<file path="config.mk">
export PLATFORM = sky130hd
export DESIGN_NAME = pwm_capture_flat
export DESIGN_NICKNAME = d
export VERILOG_FILES = /design/src/rtl/pwm_capture_pkg.sv /design/src/rtl/pwm_capture_if.sv /design/src/rtl/pwm_capture_sync.sv /design/src/rtl/pwm_capture.sv /design/src/flat_wrapper.sv
export SDC_FILE = /design/constraint.sdc
export NUM_CORES = 1
export LEC_CHECK = 0
export CAP_MARGIN = 10
export CORE_ASPECT_RATIO = 1.25
export CORE_MARGIN = 1.5
export CORE_UTILIZATION = 52
export DETAILED_ROUTE_END_ITERATION = 6
export PLACE_DENSITY_LB_ADDON = 0.25
export SYNTH_ARGS = -nofsm -noshare
export SYNTH_HDL_FRONTEND = slang
export SYNTH_HIERARCHICAL = 1
export SYNTH_SLANG_ARGS = --single-unit
</file>
<file path="constraint.sdc">
create_clock -name PCLK -period 5.2 [get_ports PCLK]
set_clock_uncertainty 0.2 [all_clocks]
set_input_delay 0.52 -clock PCLK [delete_from_list [all_inputs] [get_ports PCLK]]
set_output_delay 0.52 -clock PCLK [all_outputs]
set_load 0.05 [all_outputs]
</file>
<file path="src/rtl/pwm_capture_pkg.sv">
`default_nettype none
// ============================================================================
// Module      : pwm_capture_pkg
// Description : Shared state encodings and helpers for the PWM capture block.
// Revision    : 1.0 - initial release
// ============================================================================
package pwm_capture_pkg;

    typedef enum logic [1:0] {
        WAIT_LEAD  = 2'd0,
        MEAS_ACT   = 2'd1,
        MEAS_INACT = 2'd2
    } capt_state_t;

    localparam int c_default_dwidth      = 8;
    localparam int c_default_sync_stages = 2;

    function automatic logic is_measuring(input capt_state_t s);
        return (s == MEAS_ACT) || (s == MEAS_INACT);
    endfunction

endpackage
`default_nettype wire

</file>
<file path="src/rtl/pwm_capture_if.sv">
`default_nettype none
// ============================================================================
// Module      : pwm_capture_if
// Description : Control/result bundle between the register block and capture.
// Revision    : 1.0 - initial release
// ============================================================================
interface pwm_capture_if #(
    parameter int APB_DWIDTH = 8
);
    logic                  enable;
    logic                  pwm_in;
    logic                  polarity;
    logic [APB_DWIDTH-1:0] prescale_reg;
    logic                  clr_ovf;
    logic [APB_DWIDTH-1:0] period_capt;
    logic [APB_DWIDTH-1:0] active_capt;
    logic                  capt_valid;
    logic                  overflow;

    modport master (
        output enable, pwm_in, polarity, prescale_reg, clr_ovf,
        input  period_capt, active_capt, capt_valid, overflow
    );

    modport slave (
        input  enable, pwm_in, polarity, prescale_reg, clr_ovf,
        output period_capt, active_capt, capt_valid, overflow
    );
endinterface
`default_nettype wire

</file>
<file path="src/rtl/pwm_capture_sync.sv">
`default_nettype none
// ============================================================================
// Module      : pwm_capture_sync
// Description : Multi-flop synchroniser for pwm_in plus rise/fall detection.
// Revision    : 1.0 - initial release
// ============================================================================
module pwm_capture_sync #(
    parameter int SYNC_STAGES = 2
) (
    input  wire logic PCLK,
    input  wire logic PRESETN,
    input  wire logic pwm_in,
    output logic      pin_s,
    output logic      rise,
    output logic      fall
);

    logic [SYNC_STAGES-1:0] r_sync;
    logic                   r_pin_d;

    always_ff @(posedge PCLK or negedge PRESETN) begin
        if (!PRESETN) begin
            r_sync  <= '0;
            r_pin_d <= 1'b0;
        end else begin
            r_sync  <= {r_sync[SYNC_STAGES-2:0], pwm_in};
            r_pin_d <= r_sync[SYNC_STAGES-1];
        end
    end

    assign pin_s = r_sync[SYNC_STAGES-1];
    assign rise  = pin_s & ~r_pin_d;
    assign fall  = ~pin_s & r_pin_d;

endmodule
`default_nettype wire

</file>
<file path="src/rtl/pwm_capture.sv">
`default_nettype none
// ============================================================================
// Module      : pwm_capture
// Description : Measures period and active time of an external PWM input in
//               prescaled ticks and latches the results on each leading edge.
// Revision    : 1.0 - initial release
// ============================================================================
module pwm_capture
    import pwm_capture_pkg::*;
#(
    parameter int APB_DWIDTH  = c_default_dwidth,
    parameter int SYNC_STAGES = c_default_sync_stages
) (
    input  wire logic     PCLK,
    input  wire logic     PRESETN,
    pwm_capture_if.slave  bus
);

    localparam logic [APB_DWIDTH-1:0] c_sat_max = '1;

    logic w_pin_s;
    logic w_rise;
    logic w_fall;
    logic w_on_active;
    logic w_lead;
    logic w_trail;
    logic w_tick;
    logic w_sat_tick;
    logic [APB_DWIDTH-1:0] w_incr;

    capt_state_t           r_state;
    logic [APB_DWIDTH-1:0] r_prescale_cnt;
    logic [APB_DWIDTH-1:0] r_meas_cnt;
    logic [APB_DWIDTH-1:0] r_act_hold;
    logic [APB_DWIDTH-1:0] r_period_capt;
    logic [APB_DWIDTH-1:0] r_active_capt;
    logic                  r_capt_valid;
    logic                  r_overflow;

    pwm_capture_sync #(
        .SYNC_STAGES (SYNC_STAGES)
    ) u_sync (
        .PCLK    (PCLK),
        .PRESETN (PRESETN),
        .pwm_in  (bus.pwm_in),
        .pin_s   (w_pin_s),
        .rise    (w_rise),
        .fall    (w_fall)
    );

    // An edge that lands on the active level is the leading edge; otherwise trailing.
    assign w_on_active = w_pin_s ^ bus.polarity;
    assign w_lead      = (w_rise | w_fall) & w_on_active;
    assign w_trail     = (w_rise | w_fall) & ~w_on_active;

    assign w_tick     = (r_prescale_cnt >= bus.prescale_reg);
    assign w_incr     = (r_meas_cnt == c_sat_max) ? r_meas_cnt
                      : r_meas_cnt + {{(APB_DWIDTH-1){1'b0}}, w_tick};
    assign w_sat_tick = w_tick & (r_meas_cnt == c_sat_max)
                      & bus.enable & is_measuring(r_state);

    // Realigning the prescaler on the leading edge keeps tick boundaries in phase with the input.
    always_ff @(posedge PCLK or negedge PRESETN) begin
        if (!PRESETN) begin
            r_prescale_cnt <= '0;
        end else if ((w_lead && bus.enable) || w_tick) begin
            r_prescale_cnt <= '0;
        end else begin
            r_prescale_cnt <= r_prescale_cnt + APB_DWIDTH'(1);
        end
    end

    always_ff @(posedge PCLK or negedge PRESETN) begin
        if (!PRESETN) begin
            r_state       <= WAIT_LEAD;
            r_meas_cnt    <= '0;
            r_act_hold    <= '0;
            r_period_capt <= '0;
            r_active_capt <= '0;
            r_capt_valid  <= 1'b0;
        end else begin
            r_capt_valid <= 1'b0;
            if (!bus.enable) begin
                r_state    <= WAIT_LEAD;
                r_meas_cnt <= '0;
            end else begin
                case (r_state)
                    WAIT_LEAD: begin
                        if (w_lead) begin
                            r_state    <= MEAS_ACT;
                            r_meas_cnt <= '0;
                        end
                    end
                    MEAS_ACT: begin
                        // A second lead here means polarity was flipped mid-run: restart cleanly.
                        if (w_lead) begin
                            r_meas_cnt <= '0;
                        end else begin
                            r_meas_cnt <= w_incr;
                            if (w_trail) begin
                                r_act_hold <= w_incr;
                                r_state    <= MEAS_INACT;
                            end
                        end
                    end
                    MEAS_INACT: begin
                        if (w_lead) begin
                            r_period_capt <= w_incr;
                            r_active_capt <= r_act_hold;
                            r_capt_valid  <= 1'b1;
                            r_meas_cnt    <= '0;
                            r_state       <= MEAS_ACT;
                        end else begin
                            r_meas_cnt <= w_incr;
                        end
                    end
                    default: begin
                        r_state    <= WAIT_LEAD;
                        r_meas_cnt <= '0;
                    end
                endcase
            end
        end
    end

    always_ff @(posedge PCLK or negedge PRESETN) begin
        if (!PRESETN) begin
            r_overflow <= 1'b0;
        end else if (w_sat_tick) begin
            r_overflow <= 1'b1;
        end else if (bus.clr_ovf) begin
            r_overflow <= 1'b0;
        end
    end

    assign bus.period_capt = r_period_capt;
    assign bus.active_capt = r_active_capt;
    assign bus.capt_valid  = r_capt_valid;
    assign bus.overflow    = r_overflow;

endmodule
`default_nettype wire

</file>
<file path="src/flat_wrapper.sv">
// flat-port wrapper written by rule: the top's interface ports become plain ports
module pwm_capture_flat import pwm_capture_pkg::*;
#(
    parameter int APB_DWIDTH  = c_default_dwidth,
    parameter int SYNC_STAGES = c_default_sync_stages
)
  (PCLK, PRESETN, bus_enable, bus_pwm_in, bus_polarity, bus_prescale_reg, bus_clr_ovf, bus_period_capt, bus_active_capt, bus_capt_valid, bus_overflow);
  pwm_capture_if #(.APB_DWIDTH(APB_DWIDTH)) bus_i ();
  input  wire logic PCLK;
  input  wire logic PRESETN;
  input wire logic [$bits(bus_i.enable)-1:0] bus_enable;
  input wire logic [$bits(bus_i.pwm_in)-1:0] bus_pwm_in;
  input wire logic [$bits(bus_i.polarity)-1:0] bus_polarity;
  input wire logic [$bits(bus_i.prescale_reg)-1:0] bus_prescale_reg;
  input wire logic [$bits(bus_i.clr_ovf)-1:0] bus_clr_ovf;
  output wire logic [$bits(bus_i.period_capt)-1:0] bus_period_capt;
  output wire logic [$bits(bus_i.active_capt)-1:0] bus_active_capt;
  output wire logic [$bits(bus_i.capt_valid)-1:0] bus_capt_valid;
  output wire logic [$bits(bus_i.overflow)-1:0] bus_overflow;
  assign bus_i.enable = bus_enable;
  assign bus_i.pwm_in = bus_pwm_in;
  assign bus_i.polarity = bus_polarity;
  assign bus_i.prescale_reg = bus_prescale_reg;
  assign bus_i.clr_ovf = bus_clr_ovf;
  assign bus_period_capt = bus_i.period_capt;
  assign bus_active_capt = bus_i.active_capt;
  assign bus_capt_valid = bus_i.capt_valid;
  assign bus_overflow = bus_i.overflow;
  pwm_capture #(.APB_DWIDTH(APB_DWIDTH), .SYNC_STAGES(SYNC_STAGES)) u_core (.PCLK(PCLK), .PRESETN(PRESETN), .bus(bus_i));
endmodule
</file>
======== Word-level counts from Yosys, hierarchy flattened ========
Cells that the tools add are included.
operators by class
  $add $sub $neg .......................... 2
  magnitude comparators ................... 1
  eq/ne operators ......................... 7
  muxes and demuxes ....................... 16
  bitwise gates (word level) .............. 13
  reductions and logical operators ........ 10
operator list
  cell                                                  count
  2-to-1 mux 8 bit                                      5
  case mux 8 bit (2 select lines)                       1
  != test 3 x 2 -> 1 bit (second input constant)        3
  adder 8 x 1 -> 8 bit                                  1
  adder 8 x 1 -> 8 bit (second input constant)          1
  equality test 8 bit (second input constant)           1
  >= comparator 8 bit                                   1
  2-to-1 mux 2 bit                                      4
  AND 1 bit                                             7
  AND reduction 3 bit                                   2
  2-to-1 mux 1 bit                                      5
  inverter 1 bit                                        4
  case mux 2 bit (2 select lines)                       1
  AND reduction 4 bit                                   1
  OR reduction 2 bit                                    2
  != test 3 bit (second input constant)                 1
  equality test 2 x 1 -> 1 bit (second input constant)  1
  equality test 2 bit (second input constant)           1
  logical NOT 2 bit                                     1
  logical OR 1 bit                                      2
  nonzero test 2 bit                                    1
  logical AND 1 bit                                     1
  bitwise OR 1 bit                                      1
  bitwise XOR 1 bit                                     1
word-level totals
  register bits ........................... 47
  bits of input ports ..................... 14
  output and inout port bits .............. 18
  logic and storage cells ................. 59

======== Depth between registers and ports, before layout ========
Gate-level depths: netlist of the first run.
  depth after elaboration ................. 8
  mapped depth ............................ 11
  mapped depth without buffers ............ 11

======== Cells and area by module ========
The synthesis of the first run kept the hierarchy.
by module, submodules not included
  module            instances  cells an instance  area an instance (um^2)  seq. area each (um^2)
  pwm_capture       1          203                2248.4                   1101.1
  pwm_capture_sync  1          5                  90.1                     75.1

======== Worst setup path before layout of the first run ========
OpenSTA, ideal clock, no wires.
  path kind ............................... input-to-reg
  start point ............................. in bus_prescale_reg[0]
  end point ............................... reg u_core.r_period_capt[4], in the netlist u_core/bus.period_capt[4]
  setup time .............................. 125 ps
  arrival ................................. 2455 ps
  data required time ...................... 4875 ps
  path slack .............................. 2421 ps
  cell stages on the path ................. 10
  path buffers ............................ 0
  cell sequence ........................... ha_1 -> nand2b_1 -> a2111o_1 -> a21o_1 -> ha_1 -> ha_1 -> nand3_1 -> or2_2 -> nand3_1 -> mux2_2
between the ends
  cells in the longest elaborated chain, start to end .. 3
ends and longest elaborated chain
  what                  line                RTL
  start, declared       flat_wrapper.sv:14  input wire logic [$bits(bus_i.prescale_reg)-1:0] bus_prescale_reg;
  >= comparator 8 bit   pwm_capture.sv:56   assign w_tick = (r_prescale_cnt >= bus.prescale_reg);
  adder 8 x 1 -> 8 bit  pwm_capture.sv:58   : r_meas_cnt + {{(APB_DWIDTH-1){1'b0}}, w_tick};
  2-to-1 mux 8 bit      pwm_capture.sv:57   assign w_incr = (r_meas_cnt == c_sat_max) ? r_meas_cnt
  end signal, assigned  pwm_capture.sv:108  r_period_capt <= w_incr;
  end, declared         pwm_capture.sv:35   logic [APB_DWIDTH-1:0] r_period_capt;
Every way passes these cells.
A chain may end at the register's enable or synchronous reset.

======== Worst setup path after layout of the first run ========
  start point ............................. in bus_prescale_reg[0]
  end point ............................... reg u_core.r_act_hold[4]
between the ends
  cells in the longest elaborated chain, start to end .. 3
ends and longest elaborated chain
  what                  line                RTL
  >= comparator 8 bit   pwm_capture.sv:56
  adder 8 x 1 -> 8 bit  pwm_capture.sv:58
  2-to-1 mux 8 bit      pwm_capture.sv:57
  end signal, assigned  pwm_capture.sv:101  r_act_hold <= w_incr;
  end, declared         pwm_capture.sv:34   logic [APB_DWIDTH-1:0] r_act_hold;
Every way passes these cells.

==> run_results.csv, run 1 <==
group,metric,value,unit
run_status,status,"finished, final reports clean",
route,postRouteWirelength,4280,um
floorplanning,die_height,78.0,um
synthesis,synth_top_cell_area_share,50.3,%
finish,drive_above_1_share,13.7,%
setup_path,cp.required,5180,ps
setup_path,critPathSlowestCell,"a2111o_1",
timing,tightest_slew,991,ps
floorplanning,rows,27,
synthesis,synth_nets,237,
finish,post-route-util,64.0,%
timing,rsz0062_at_grt,"no",
cts,worstSkewPairLatency,300,ps
synthesis,synth-seq-area-share,50.3,%
setup_path,slowest_delay,420,ps
finish,nFillCells,356,
power,p_leak,1.38,nW
setup_path,critPathKind,"primary input to flip-flop",
route,wl_per_cell,14.3,um
synthesis,ys_ff_latch,47,
cts,clk_pin_slew,80,ps
setup_path,crit_path_frequent_cell,"ha_1",
setup_path,path_max_fanout,5,
cts,cts_resized,0,
synthesis,yosysTopAreaCell,"dfrtp_1",
route,dr.pass1.iters,4,
grt,use_met3,3.62,%
synthesis,postSynthAreaPerCell,11.2,um2
grt,grt_pass1_wl,7390,um
cts,cts_tree,"built",
floorplanning,start_util,53.7,%
power,vdd_drop_max,0.000189,V
grt,antenna_found_initial,0,
cts,postCtsSetupBuffers,0,
timing,setup_viol_count_final,0,
cts,numCtsBuffers,5,
synthesis,syn_inst,208,
power,power.density,311,nW/um2
finish,fin_nets,270,
place,io_buffers,31,
synthesis,synth_commonest_cells,"47 x dfrtp_1, 15 x ha_1, 15 x inv_1, 15 x mux2_2, 15 x nor2_1",
synthesis,yosys_warnings,6,
finish,register_area,1180,um2
place,placed_cells,292,
setup_path,crit_arrival,3020,ps
timing,slew_viol_final,0,
synthesis,netlist_area,2340,um2
timing,finalHoldViolCount,0,
route,drc,0,
setup_path,crit_chain,"clkdlybuf4s50_1 > ha_1 > nand2b_1 > a2111o_1 > a21o_1 > ha_1 > ha_1 > nand3_1 > or2_2 > nand3_1 > mux2_2",
timing,fin_crit,3040,ps
grt,gr-max-usage-layer,"met2",
cts,clkSinkCount,47,
finish,syn_to_final_growth,19.2,%
finish,multiInputGateArea,1070,um2
timing,finalSetupTns,0,ps
grt,grt_usage,19.4,%
finish,diodes,0,
synthesis,synth-edff-count,0,
timing,finalCritPeriodShare,58.4,%
synthesis,synth_most_common_cell,"dfrtp_1",
grt,met1_usage,22.7,%
cts,cts_root_buffer,"clkbuf_8",
synthesis,ys.flop_type,"dfrtp_1",
floorplanning,fp.dieArea,4910,um2
timing,max_freq,329,MHz
cts,htreeDepth,2,
route,vias_per_cell,5.48,
grt,grt_max_degree,48,
synthesis,synthArstFlopShare,100,%
floorplanning,pin_count,32,
route,vias,1638,
grt,met2_usage,34.5,%
synthesis,ys_types,41,
cts,cts.path.max_buffers,2,
grt,grt_overflow,0,
cts,holdBufCountCts,0,
finish,layoutNonFillerInstCount,299,
floorplanning,die_w,63.0,um
route,initialDrtViolationCount,54,
setup_path,cp-start-kind,"primary input",
synthesis,synthTopCellsByArea,"dfrtp_1 50%, ha_1 8.0%, mux2_2 7.2%",
flow_run,max_cap_viol_count,0,
place,gp_congestion,0.738,
min_path,hp-class,"flip-flop to flip-flop",
grt,grt_pass1_vias,1665,
place,dp_hpwl,2940,um
setup_path,critPathCaptureType,"flip-flop",
floorplanning,core_region_area,4360,um2
power,totalPowerFinal,0.000867,W
timing,max-slew-margin-rel,34.0,%
route,ant_nets,0,
-- sequential cells by signal, indices dropped and copies added, names as in the netlist --
signal                  cells
u_core/bus.period_capt      8
u_core/r_prescale_cnt       8
u_core/bus.capt_valid       1
u_core/bus.active_capt      8
u_core/r_state              2
u_core/r_act_hold           8
u_core/u_sync/r_sync        2
u_core/r_meas_cnt           8
u_core/bus.overflow         1
u_core/u_sync/r_pin_d       1
-- logic make-up (layout without fill, tap and decap cells) --
group                    Yosys count  in the layout  synth area share (%)
adder cells (fa/ha/maj)           15             15                  8.03
AO/OA/AOI/OAI                     39             39                  11.2
flip-flops                        47             47                  50.3
buffers and inverters             20             53                  3.91
AND/OR/NAND/NOR                   59             59                  13.1
multiplexers                      20             20                  10.2
XOR/XNOR                           8              8                  3.32
-- cells in the final DEF (no fill, tap or decap), types with 5 or more instances in the layout --
cell and count:
a21oi_1 9, a31oi_1 5, clkbuf_8 5, clkdlybuf4s50_1 30
dfrtp_1 47, ha_1 15, inv_1 15, mux2_2 15
nand2_1 11, nand3_1 13, nor2_1 15, o21ai_0 7
xor2_1 6
-- critical path, delay by kind of cell --
| family | cells | cell delay, ps |
|---|---|---|
| AOI/OAI and AO/OA | 2 | 610 |
| adders and majority gates | 3 | 750 |
| buffers and inverters | 1 | 410 |
| muxes | 1 | 290 |
| and+or+nand+nor | 4 | 440 |
-- final timing paths --
check | cells after the start | startpoint | slack, ps | endpoint
max | 11 | bus_prescale_reg[0] | 2160 | u_core/r_act_hold[4]$_DFFE_PN0P_
min | 0 | u_core/u_sync/r_sync[0]$_DFF_PN0_ | 150 | u_core/u_sync/r_sync[1]$_DFF_PN0_
max reg2reg | 11 | u_core/r_prescale_cnt[0]$_DFF_PN0_ | 2310 | u_core/r_act_hold[4]$_DFFE_PN0P_
min reg2reg | 0 | u_core/u_sync/r_sync[0]$_DFF_PN0_ | 150 | u_core/u_sync/r_sync[1]$_DFF_PN0_
max in group asynchronous | 1 | PRESETN | 4000 | u_core/r_meas_cnt[1]$_DFFE_PN0P_
min in group asynchronous | 1 | PRESETN | 190 | u_core/r_state[0]$_DFFE_PN0P_
-- area by class of cell --
class | instances | area share [%]
flip-flops and latches | 47 | 42.2
multi-input cells | 141 | 38.4
repair buffers | 31 | 11.0
well taps | 58 | 2.60
clock buffers | 5 | 2.47
inverters | 15 | 2.02
clock inverters | 2 | 1.35
-- layer usage --
layer | vias to the layer above | part of all wire (%)
met4 | 0 | 1.8
li1 | 806 | -
met1 | 806 | 43
met5 | - | 0
met3 | 6 | 2.9
met2 | 20 | 53
-- metrics by stage --
step / instance area [um2] / hold WS, ps / worst slack, ps
finish: 2790 / 154 / 2160
global route: 2790 / 171 / 2030
CTS: 2790 / 155 / 2170
detailed placement: 2680 / 137 / 1860
global placement: 2680 / 133 / 1900
floorplan: 2340 / 24.4 / 2420
-- power by group --
part           internal, W  switching (W)  total [W]
sequential        0.000397      0.0000342   0.000431
combinational    0.0000760       0.000105   0.000181
clock             0.000140       0.000114   0.000254
total             0.000613       0.000253   0.000867
Power figures use the tool's default switching activity.
==> inputs of run 2 (changes only) <==
- clock period: 5.2 -> 3.2 ns (I/O delays scaled with it)
==> run 2 against run 1 <==
The flow now finishes with violations (hold timing); clock power increased by 80%; non-clock buffer count increased by 2; core utilization increased by 0.69 points; global-route usage decreased by 0.58 points; power increased by 68%; hold slack got worse by 160 ps; first-iteration DRC count increased by 5.6%; cell area increased by 1.1%; register-to-register slack got worse by 2000 ps; clock-buffer cell count increased by 1; critical path depth unchanged.
==> run_results.csv, run 2 (synthesized netlist as in run 1, its figures left out) <==
group,metric,value,unit
cts,htreeDepth,2,
route,postRouteWirelength,4220,um
cts,cts_resized,0,
cts,holdBufCountCts,0,
timing,max_freq,345,MHz
setup_path,critPathSlowestCell,"dfrtp_1",
setup_path,crit_chain,"inv_1 > ha_1 > nand2b_1 > a2111o_1 > a21o_1 > ha_1 > ha_1 > nand3_1 > or2_2 > nand3_1 > mux2_2",
setup_path,slowest_delay,450,ps
floorplanning,rows,27,
timing,finalSetupTns,0,ps
power,p_leak,1.40,nW
cts,postCtsSetupBuffers,0,
cts,worstSkewPairLatency,300,ps
route,drc,0,
finish,fin_nets,272,
setup_path,critPathKind,"flip-flop to flip-flop",
grt,grt_pass1_vias,1635,
finish,drive_above_1_share,14.8,%
run_status,status,"complete, but fails checks",
place,placed_cells,294,
floorplanning,fp.dieArea,4910,um2
timing,finalHoldViolCount,13,
finish,syn_to_final_growth,20.5,%
route,initialDrtViolationCount,57,
grt,grt_usage,18.8,%
place,io_buffers,31,
cts,numCtsBuffers,5,
timing,rsz0062_at_grt,"no",
route,vias,1645,
floorplanning,core_region_area,4360,um2
cts,clk_pin_slew,80,ps
timing,setup_viol_count_final,0,
place,gp_congestion,0.722,
timing,fin_crit,2900,ps
route,ant_nets,0,
timing,slew_viol_final,0,
finish,layoutNonFillerInstCount,302,
power,vdd_drop_max,0.000331,V
floorplanning,die_w,63.0,um
timing,timing.hold.ws,-6.11,ps
run_status,violations,"hold timing",
setup_path,crit_path_frequent_cell,"ha_1",
cts,cts.path.max_buffers,2,
cts,cts_tree,"built",
route,vias_per_cell,5.45,
min_path,hp-class,"primary input to asynchronous set/reset pin",
setup_path,critPathCaptureType,"flip-flop",
finish,post-route-util,64.7,%
timing,max-slew-margin-rel,32.4,%
setup_path,cp.required,3180,ps
floorplanning,die_height,78.0,um
grt,grt_overflow,0,
grt,grt_pass1_wl,7200,um
setup_path,cp-start-kind,"flip-flop",
finish,final_cell_area,2820,um2
cts,cts_root_buffer,"clkbuf_8",
setup_path,path_max_fanout,6,
route,wl_per_cell,14.0,um
floorplanning,start_util,53.7,%
grt,grt_max_degree,48,
timing,finalCritPeriodShare,90.6,%
floorplanning,pin_count,32,
finish,nFillCells,346,
finish,diodes,0,
setup_path,crit_arrival,2880,ps
power,power.density,516,nW/um2
grt,antenna_found_initial,0,
finish,mostFrequentLayoutCells,"47 x dfrtp_1, 30 x clkdlybuf4s50_1",
place,dp_hpwl,2940,um
finish,final_common_cell,"dfrtp_1",
place,placed_area,2700,um2
flow_run,max_cap_viol_count,0,
cts,clkSinkCount,47,
route,dr.pass1.iters,4,
timing,tightest_slew,1010,ps
==> run 2: cell types whose count changed in the layout (fill, tap and decap cells not counted) <==
cell / delta
buf_4: +2
clkbuf_8: +1
clkinvlp_4: -1
inv_6: +1
==> run 2: metal layers <==
metal  global-route usage, %  vias to the layer above  share of wire (%)
met4                    6.67                        0                1.2
met5                       0                        -                  0
li1                        -                      802                  -
met1                    22.8                      795                 44
met2                    31.8                       42                 49
met3                    5.22                        6                4.8
==> run 2: final timing paths <==
path / from / endpoint / slack, ps / cells after the start
hold reg to reg: u_core/u_sync/r_sync[0]$_DFF_PN0_ / u_core/u_sync/r_sync[1]$_DFF_PN0_ / 150 / 0
setup / recovery: u_core/r_prescale_cnt[0]$_DFF_PN0_ / u_core/r_act_hold[4]$_DFFE_PN0P_ / 300 / 11
min in group PCLK: u_core/u_sync/r_sync[0]$_DFF_PN0_ / u_core/u_sync/r_sync[1]$_DFF_PN0_ / 150 / 0
max in group asynchronous: PRESETN / u_core/r_prescale_cnt[4]$_DFF_PN0_ / 2190 / 1
setup reg to reg: u_core/r_prescale_cnt[0]$_DFF_PN0_ / u_core/r_act_hold[4]$_DFFE_PN0P_ / 300 / 11
hold / removal: PRESETN / u_core/u_sync/r_sync[0]$_DFF_PN0_ / -6 / 1
==> run 2: layout make-up <==
| cell class | instances | area, um2 | share of cell area (%) |
|---|---|---|---|
| inverters | 15 | 56.3 | 2.00 |
| multi-input cells | 141 | 1070 | 38.0 |
| clock buffers | 6 | 82.6 | 2.93 |
| flip-flops and latches | 47 | 1180 | 41.7 |
| repair buffers | 33 | 320 | 11.4 |
| well taps | 58 | 72.6 | 2.58 |
| clock inverters | 2 | 38.8 | 1.38 |
==> run 2: worst max-delay path: cells and delay by family (launching register included) <==
kind | cells | cell delay, ps
fa+ha+maj | 3 | 750
compound gates | 2 | 600
flops | 1 | 450
simple gates | 4 | 440
mux | 1 | 280
buf+inv | 1 | 70
==> run 2: power breakdown <==
group / total (W) / switching (W) / internal, W / leakage [nW]
Clock: 0.000458 / 0.000201 / 0.000257 / 0.0618
Combinational: 0.000297 / 0.000172 / 0.000124 / 0.698
Sequential: 0.000700 / 0.0000544 / 0.000645 / 0.637
==> run 2: through the flow <==
| stage | setup slack [ps] | total power, W |
|---|---|---|
| after global routing | 120 | 0.00154 |
| after detailed placement | 45.3 | 0.00101 |
| final | 300 | 0.00145 |
| after global placement | 100 | 0.00100 |
| after floorplan | 516 | 0.000909 |
| after CTS | 285 | 0.00147 |
